**config.mk**
```make
export PLATFORM = sky130hd
export DESIGN_NAME = lfsr_prbs_gen
export DESIGN_NICKNAME = d
export VERILOG_FILES = /design/src/rtl/lfsr_prbs_gen.sv
export SDC_FILE = /design/constraint.sdc
export NUM_CORES = 1
export LEC_CHECK = 0
export BUFFER_PORTS_ARGS = -buffer_cell sky130_fd_sc_hd__buf_2
export CAP_MARGIN = 20
export CORE_MARGIN = 2
export CORE_UTILIZATION = 35
export DETAILED_ROUTE_END_ITERATION = 7
export HOLD_SLACK_MARGIN = 0.08
export PLACE_DENSITY = 0.63
export SYNTH_ARGS = -nofsm -noshare
export SYNTH_HDL_FRONTEND = slang
export SYNTH_SLANG_ARGS = --single-unit
```
**constraint.sdc**
```tcl
create_clock -name clk -period 3.2 [get_ports clk]
set_input_delay 0.8 -clock clk [delete_from_list [all_inputs] [get_ports clk]]
set_output_delay 0.8 -clock clk [all_outputs]
set_load 0.02 [all_outputs]
```
**src/rtl/lfsr_prbs_gen.sv**
```systemverilog
// Parametrised LFSR pseudo-random word generator (Fibonacci or Galois) with seed load, start/stop and a valid/ready stream.
// Latency: out_valid rises the cycle after start; each accepted beat presents the next word the following cycle (1 word/cycle).
// Backpressure: without out_ready the state, and so out_data, holds; no words are skipped.
// Optional build macro LFSR_PERIOD_CNT_EN adds period_cnt / period_len outputs.
module lfsr_prbs_gen #(
    parameter int               WIDTH        = 5,
    parameter logic [WIDTH-1:0] TAPS         = 5'b10010,
    parameter bit               GALOIS       = 1'b0,
    parameter logic [WIDTH-1:0] SEED_DEFAULT = {{(WIDTH-1){1'b0}}, 1'b1}
) (
    input  logic             clk,
    input  logic             rst,
    input  logic             start,
    input  logic             stop,
    input  logic             seed_we,
    input  logic [WIDTH-1:0] seed_in,
    input  logic             err_clr,
    output logic [WIDTH-1:0] out_data,
    output logic             out_valid,
    input  logic             out_ready,
    output logic             out_first,
    output logic             busy,
    output logic             err_zero_seed,
    output logic             err_seed_busy
`ifdef LFSR_PERIOD_CNT_EN
    ,
    output logic [WIDTH-1:0] period_cnt,
    output logic [WIDTH-1:0] period_len
`endif
);

    localparam logic [0:0] ST_IDLE = 1'b0;
    localparam logic [0:0] ST_RUN  = 1'b1;

    logic [0:0]       fsm_q, fsm_d;
    logic [WIDTH-1:0] state_q, state_d;
    logic [WIDTH-1:0] seed_q, seed_d;
    logic             ezs_q, ezs_d;
    logic             esb_q, esb_d;
    logic [WIDTH-1:0] next_state;
    logic [WIDTH-1:0] seed_fix;
    logic             zero_evt;
    logic             busy_evt;
    logic             accept;

    // A zero seed would lock the register up, so it is replaced by the default seed.
    assign seed_fix = (seed_in == '0) ? SEED_DEFAULT : seed_in;
    assign accept   = (fsm_q == ST_RUN) && out_ready;

    // One LFSR step; an all-zero state (only reachable by an upset) recovers to the default seed.
    always_comb begin : p_next_state
        next_state = SEED_DEFAULT;
        if (state_q != '0) begin
            if (GALOIS) begin
                next_state[0] = state_q[WIDTH-1];
                for (int i = 1; i < WIDTH; i++) begin
                    next_state[i] = state_q[i-1] ^ (state_q[WIDTH-1] & TAPS[i-1]);
                end
            end else begin
                next_state = {state_q[WIDTH-2:0], ^(state_q & TAPS)};
            end
        end
    end

    // Control FSM: seed loads only while idle, advance only on an accepted beat.
    always_comb begin : p_ctrl
        fsm_d    = fsm_q;
        state_d  = state_q;
        seed_d   = seed_q;
        zero_evt = 1'b0;
        busy_evt = 1'b0;
        if (fsm_q == ST_IDLE) begin
            if (seed_we) begin
                seed_d   = seed_fix;
                state_d  = seed_fix;
                zero_evt = (seed_in == '0);
            end
            // stop has no meaning while idle, so start always wins here
            if (start) begin
                fsm_d = ST_RUN;
            end
        end else begin
            if (out_ready) begin
                state_d = next_state;
            end
            // stop wins over start while running; a same-cycle handshake still advances
            if (stop) begin
                fsm_d = ST_IDLE;
            end
            busy_evt = seed_we;
        end
    end

    // Sticky error flags: a new event beats a simultaneous clear.
    always_comb begin : p_err
        ezs_d = zero_evt | (ezs_q & ~err_clr);
        esb_d = busy_evt | (esb_q & ~err_clr);
    end

    // State registers.
    always_ff @(posedge clk or posedge rst) begin : p_regs
        if (rst) begin
            fsm_q   <= ST_IDLE;
            state_q <= SEED_DEFAULT;
            seed_q  <= SEED_DEFAULT;
            ezs_q   <= 1'b0;
            esb_q   <= 1'b0;
        end else begin
            fsm_q   <= fsm_d;
            state_q <= state_d;
            seed_q  <= seed_d;
            ezs_q   <= ezs_d;
            esb_q   <= esb_d;
        end
    end

    assign out_data      = state_q;
    assign out_valid     = (fsm_q == ST_RUN);
    assign busy          = (fsm_q == ST_RUN);
    assign out_first     = (state_q == seed_q);
    assign err_zero_seed = ezs_q;
    assign err_seed_busy = esb_q;

`ifdef LFSR_PERIOD_CNT_EN
    logic [WIDTH-1:0] pcnt_q, pcnt_d;
    logic [WIDTH-1:0] plen_q, plen_d;

    // Period measurement: the seed beat counts as zero, so the beat that wraps
    // back to the seed holds period-1 after its own increment.
    always_comb begin : p_period
        pcnt_d = pcnt_q;
        plen_d = plen_q;
        if ((fsm_q == ST_IDLE) && seed_we) begin
            pcnt_d = '0;
        end else if (accept) begin
            pcnt_d = out_first ? '0 : (pcnt_q + WIDTH'(1));
            if (next_state == seed_q) begin
                plen_d = pcnt_d + WIDTH'(1);
            end
        end
    end

    // Period counter registers.
    always_ff @(posedge clk or posedge rst) begin : p_period_regs
        if (rst) begin
            pcnt_q <= '0;
            plen_q <= '0;
        end else begin
            pcnt_q <= pcnt_d;
            plen_q <= plen_d;
        end
    end

    assign period_cnt = pcnt_q;
    assign period_len = plen_q;
`endif

endmodule

```
* Word level (Yosys, flattened, before mapping)
Index checks and enable logic that the tools add are counted.
Word-level totals: bits in registers 13, bits of input ports 12, output and inout bits 10, logic and storage cells 30
Operators by class: equality and inequality tests 2, muxes and demuxes 11, bitwise logic cells 6, reduce and logical (&&, ||, !) cells 6
Operators by type and width (number):
- $mux 5 | 5
- $mux 1 | 6
- $eq 5x5->1 | 1
- $logic_not 5->1 | 1
- $reduce_bool 5->1 | 1
- $reduce_xor 5->1 | 1
- $reduce_and 2->1 | 2
- $and 1x1->1 | 2
- $ne 2x2->1 const B | 1
- $not 1->1 | 2
- $or 1x1->1 | 2
- $reduce_bool 2->1 | 1

* Depth between registers and ports, before layout
Gate-level depths: netlist of run 1.
word-level depth 4, gate-level depth with buffers 4, gate-level depth less buffers 3

* Least setup slack after synthesis of run 1
No wires, ideal clock.
path type flip-flop to output port, from reg state_q[0], in the netlist out_data[0], to out out_first, arrival time 1332 ps, data required time 2400 ps, slack 1068 ps, cell stages (with the launch flop) 4, buffers on the path 0, path through dfstp_2 xnor2_1 nand3_1 nor3_1
Between the ends: word-level cells in the longest chain between the ends 1
Ends and longest elaborated chain:
- start, declared | line 36 | logic [WIDTH-1:0] state_q, state_d;
- start signal, assigned | line 110 | state_q <= state_d;
- $eq 5x5->1 | line 120 | assign out_first = (state_q == seed_q);
- end, declared | line 21 | output logic out_first,
No other way between the ends.

* Worst setup path after layout of run 1
Ends and elaborated chain as after synthesis.

==> results of run 1 <==
==> per-stage QoR <==
stage                     hold WS (ps)  std cells  power, µW  utilization, %  setup WS (ps)
final                              506        118        480            46.1            953
after global routing               523        118        516            46.1            848
after detailed placement           483        114        376            44.6           1260
after CTS                          506        118        482            46.1            945
after global placement             482        114        375            44.6           1260
after floorplan                    464         72        332               -           1070
==> worst paths after layout <==
| kind | to | depth (start not counted) |
|---|---|---|
| max in group asynchronous | out_data[0] | 2 |
| hold / removal | seed_q[3] | 2 |
| hold reg to reg | seed_q[3] | 2 |
| min in group asynchronous | seed_q[2] | 2 |
| setup / recovery | out_first | 4 |
| setup reg to reg | out_data[0] | 3 |
==> state kept, by name, indices dropped and copies added, names as in the netlist <==
signal	cells
out_data	5
seed_q	5
busy	1
err_seed_busy	1
err_zero_seed	1
==> power groups by stage <==
stage          sequential, µW  combinational, µW  clock (µW)
2_1_floorplan             250               81.3           0
3_3_place_gp              238                137           0
3_5_place_dp              240                136           0
4_1_cts                   236                138         108
5_1_grt                   242                154         120
6_report                  237                137         106
==> synthesized netlist by cell type (all sizes together) <==
library cell,instances
a21oi,3
xor2,2
mux2i,4
nand2b,2
o2bb2ai,1
o21ai,1
nor3b,1
nor2,2
a211oi,3
o32ai,1
xnor2,3
or4,1
inv,4
a21o,1
buf,3
o22ai,1
nand3,4
nand2,14
dfrtp,11
dfstp,2
nor3,3
clkbuf,1
nor2b,4
==> kinds of logic (layout without fill, tap and decap cells) <==
logic type,count (synthesis),after routing
AND/OR/NAND/NOR,31,31
flip-flops,13,13
AO/OA/AOI/OAI,11,11
buffers and inverters,8,29
XOR/XNOR,5,5
multiplexers,4,4
==> tightest hold or removal path: stages, from the launching register on <==
cell	delay (ps)
dfrtp_1	370
nand2_1	50
nand2_1	60
==> per-layer routing <==
metal  track usage, %  routed length [µm]  share of wire (%)
met1             22.9                 682                 44
met2             26.7                 817                 52
met3             3.40                  47                3.0
met4             11.4                  19                1.2
met5                0                   0                  0
==> area by class of cell <==
cell class,count,area [µm²],share of cell area [%]
Timing Repair Buffer,21,105,12.8
Multi-Input combinational cell,51,317,38.5
Sequential cell,13,328,39.9
Clock buffer,4,26.3,3.20
Inverter,4,15.0,1.83
Tap cell,25,31.3,3.81
==> flow_metrics.tcl, run 1 <==
set metrics [dict create \
    outcome "finished clean" \
    grt_pass1_wl_um 2620 \
    synth_warnings 0 \
    routed_wl_um 1570 \
    diodes 0 \
    cts-resized-gates 0 \
    hold_path_startpoint "seed_q[3]" \
    vias 567 \
    cts_setup_buffers 0 \
    synth_xor_area_share_pct 6.45 \
    critPathTopFamily "flip-flops" \
    syn_avg_cell_area_um2 9.44 \
    cp_cell_sequence "xnor2_1 > nand3_1 > nor3_1 > buf_2" \
    synth_nets 84 \
    synth_fa_ha_area_share_pct 0 \
    rows 15 \
    synth_top_cell_by_area "dfrtp_1" \
    layout_common_cells "21 x buf_2, 14 x nand2_1, 11 x dfrtp_1" \
    final-setup-viol-count 0 \
    fin_setup_tns_ps 0 \
    max_freq_mhz 445 \
    drt_first_pass_iters 4 \
    syn_inst 72 \
    ys_types 26 \
    synth_top_area_share_pct 40.5 \
    cts_buffers 3 \
    dp_hpwl_um 1090 \
    slowest_stage "dfstp_2" \
    p_seq_share_pct 49.3 \
    ys_seq_area_share_pct 48.3 \
    grt_pass1_vias 538 \
    end_kind "output pin" \
    finClkSkew_ps 4.39 \
    syn_to_final_growth_pct 21.0 \
    critPathKind "reg2out" \
    grt_setup_unrepaired "false" \
    fp.dieW_um 48.1 \
    layout_commonest_cell "buf_2" \
    ir_drop_mv 0.224 \
    fin_nets 106 \
    drc 0 \
    synthSimpleGateAreaFrac_pct 23.4 \
    ios 22 \
    yosys-mux-area-fraction_pct 5.89 \
    sw_frac_of_total_pct 36.0 \
    clk_pin_slew_worst_paths_ps 90 \
    drive_above_1_share_pct 30.1 \
    tightestPinTransition_ps 520 \
    synth_compound_area_share_pct 10.9 \
    cts_tree "built" \
    vias_per_cell 4.81 \
    drv_cap 0 \
    synth_top_family_by_area "simple AND/OR/NAND/NOR gates" \
    critical_path_buf_inv_count 1 \
    synthTopCellsByArea "dfrtp_1 41%, dfstp_2 7.7%, nand2_1 7.7%" \
    relSlewSlack_pct 65.3 \
    combinationalPowerShare_pct 28.5 \
    pwr-share-clk_pct 22.2 \
    rr_startpoint "busy" \
    fin_area_um2 822 \
    fin_crit_ps 2250 \
    drv_slew 0 \
    power.density_nw_per_um2 584 \
    grt_use_total_pct 17.6 \
    ant_nets 0 \
    crit_fanout 6 \
    p_leak_uw 0.000403 \
    post_drt_wl_per_cell_um 13.3 \
    p_switching_uw 173 \
    synth-seq-cells 13 \
    layout_worst_path_cycle_share_pct 70.2 \
    hold_path.class "reg2reg" \
    cp.required_ps 2400 \
    clock_latency_ps 280 \
    n_fill_cell 175 \
    grt_max_degree 16 \
    portBuffers 21 \
    ctsHoldBuffers 0 \
    timing.reg2reg.setup_slack_ps 1840 \
    first_iter_violations 8 \
    p_int_uw 307 \
    die_area_um2 2310 \
    core_um2 1780 \
    startpoint_type "register" \
    place_area_um2 796 \
    initial_core_util_pct 38.1 \
    synth_area_um2 679 \
    crit_start "out_data[0]" \
    cts_sinks 13 \
    die_h_um 48.1 \
    slowest_delay_ps 600 \
    clockBufferDepth 2 \
    antenna_found_initial 0 \
    routabilityCongestion 0.766 \
    hold_viol 0 \
    ctsRootBufferMaster "clkbuf_4" \
    h-tree-depth 1 \
    cp.arrival_ps 1450 \
    gr-total-overflow 0 \
]
No activity file was read; power rests on OpenSTA's default activity.
==> inputs of run 2 (changes only) <==
--- a/config.mk
+++ b/config.mk
@@ -5,6 +5,7 @@
 export SDC_FILE = /design/constraint.sdc
 export NUM_CORES = 1
 export LEC_CHECK = 0
+export ABC_AREA = 1
 export BUFFER_PORTS_ARGS = -buffer_cell sky130_fd_sc_hd__buf_2
 export CAP_MARGIN = 20
 export CORE_MARGIN = 2
==> constraint.sdc (replaced) <==
create_clock -name clk -period 2.2 [get_ports clk]
set_input_delay 0.55 -clock clk [delete_from_list [all_inputs] [get_ports clk]]
set_output_delay 0.55 -clock clk [all_outputs]
set_load 0.02 [all_outputs]
==> run 2 against run 1 <==
  * Clock power rose by 37%
  * Critical path depth rose by 1
  * Non-clock buffer count did not move
  * Highest routed layer unchanged
  * Via count rose by 5.6%
  * Largest cell class unchanged
  * Area after synthesis did not move
  * Clock skew fell by 2.4 ps
  * Largest power group unchanged
  * Global-route usage fell by 2.7 points
  * Synthesized cell count rose by 14%
==> flow_metrics.tcl, run 2 <==
set metrics [dict create \
    synth_flop_cell "dfrtp_1" \
    ir_drop_mv 0.406 \
    gr-total-overflow 0 \
    ios 22 \
    clock_latency_ps 270 \
    vias_per_cell 4.61 \
    synthTopCellsByArea "dfrtp_1 41%, nand2_1 12%, dfstp_2 7.7%" \
    h-tree-depth 1 \
    n_fill_cell 185 \
    routabilityCongestion 0.845 \
    end_kind "output pin" \
    fin_util_pct 46.2 \
    combinationalPowerShare_pct 36.1 \
    sw_frac_of_total_pct 39.1 \
    cts_buffers 3 \
    cts_setup_buffers 0 \
    cts-resized-gates 0 \
    cts_sinks 13 \
    finClkSkew_ps 2.00 \
    drc 0 \
    initial_core_util_pct 38.1 \
    grt_pass1_vias 566 \
    clk_pin_slew_worst_paths_ps 80 \
    clockBufferDepth 2 \
    outcome "finished clean" \
    ys_async_sr_fraction_pct 100 \
    antenna_found_initial 0 \
    rows 15 \
    synth_area_um2 679 \
    syn_to_final_growth_pct 21.2 \
    synth-seq-cells 13 \
    ys_seq_area_share_pct 48.3 \
    place_ws_ps 623 \
    vias 599 \
    synth_nets 94 \
    core_um2 1780 \
    tightestPinTransition_ps 504 \
    layout_worst_path_cycle_share_pct 85.2 \
    fp.dieW_um 48.1 \
    die_h_um 48.1 \
    die_area_um2 2310 \
    fin_area_um2 823 \
    portBuffers 21 \
    fin_crit_ps 1870 \
    diodes 0 \
    cp.required_ps 1650 \
    first_iter_violations 10 \
    critPathKind "reg2out" \
    startpoint_type "register" \
    ant_nets 0 \
    seq_area_um2 328 \
    timing.final.ws_setup_ps 325 \
    syn_inst 82 \
    fin_setup_tns_ps 0 \
    grt_max_degree 14 \
    synth_top_area_share_pct 40.5 \
    layout_common_cells "21 x nand2_1, 21 x buf_2, 11 x dfrtp_1" \
    synth_top_cell_by_area "dfrtp_1" \
    r2r.worst_path.cells 6 \
    pwr-share-clk_pct 18.1 \
    synth_warnings 0 \
    relSlewSlack_pct 66.4 \
    hold_viol 0 \
    p_int_uw 489 \
    drv_slew 0 \
    multi_input_area_um2 289 \
    p_switching_uw 314 \
    crit_fanout 5 \
    final-setup-viol-count 0 \
    p_seq_share_pct 45.8 \
    post_drt_wl_per_cell_um 11.3 \
    max_freq_mhz 533 \
    grt_pass1_wl_um 2360 \
    power.density_nw_per_um2 975 \
    ctsRootBufferMaster "clkbuf_4" \
    drive_above_1_share_pct 31.4 \
    grt_setup_unrepaired "false" \
    synth.top_cells.by_count "21 x nand2_1, 11 x dfrtp_1, 9 x inv_1" \
    fin_nets 118 \
    syn_avg_cell_area_um2 8.29 \
    dp_hpwl_um 1110 \
    place_area_um2 797 \
    cts_tree "built" \
    drt_first_pass_iters 3 \
    p_leak_uw 0.000423 \
    ctsHoldBuffers 0 \
    post-synth-top-count-cell "nand2_1" \
    routed_wl_um 1470 \
    ys_types 20 \
    synth_edf_count 0 \
    cp.arrival_ps 1320 \
    hold_path.class "in2async" \
    drv_cap 0 \
    grt_use_total_pct 14.9 \
]
==> run 2: cell families after synthesis <==
| family | share of synthesized area [%] |
|---|---|
| flip-flops | 48.2 |
| buffers and inverters | 9.21 |
| AO/OA/AOI/OAI | 14.0 |
| XOR/XNOR | 5.16 |
| AND/OR/NAND/NOR | 23.4 |
==> run 2: final cells by class <==
type / instances / share of cell area, %
Sequential cell: 13 / 39.8
Tap cell: 25 / 3.80
Clock buffer: 4 / 3.19
Timing Repair Buffer: 21 / 12.8
Multi-Input combinational cell: 56 / 35.1
Inverter: 11 / 5.32
==> run 2: power groups by stage <==
stage / registers (µW) / logic (µW) / clock network (µW)
2_1_floorplan: 404 / 175 / 0
3_3_place_gp: 367 / 291 / 0
3_5_place_dp: 373 / 292 / 0
4_1_cts: 369 / 292 / 148
5_1_grt: 378 / 327 / 158
6_report: 368 / 290 / 145
==> run 2: layer usage <==
metal  global-route usage (%)  up-vias  wire (µm)
met5                        0        -          0
met4                     8.11        0         31
met3                     3.77        4         89
met2                     20.3       25        611
met1                     21.3      267        734
li1                         -      303          -
==> run 2: path summary, 6_finish.rpt <==
kind / start / to / slack [ps]
setup / recovery: out_data[1] / out_first / 330
hold / removal: rst / busy / 290
setup reg to reg: busy / out_data[0] / 950
hold reg to reg: seed_q[0] / seed_q[0] / 480
max in group asynchronous: rst / out_data[0] / 1550
min in group clk: stop / busy / 460
==> run 2: worst max-delay path, cell delays in order (launching register included) <==
cell	delay, ps
dfrtp_1	430
inv_1	80
or2_2	270
nand3_1	80
nor2_1	40
buf_2	150
==> run 2: metrics by stage <==
stage	power (µW)	std cells	hold WS, ps
after detailed placement	665	126	471
after CTS	809	130	313
final	803	130	292
after global routing	863	130	331
after floorplan	580	82	426
after global placement	658	126	472
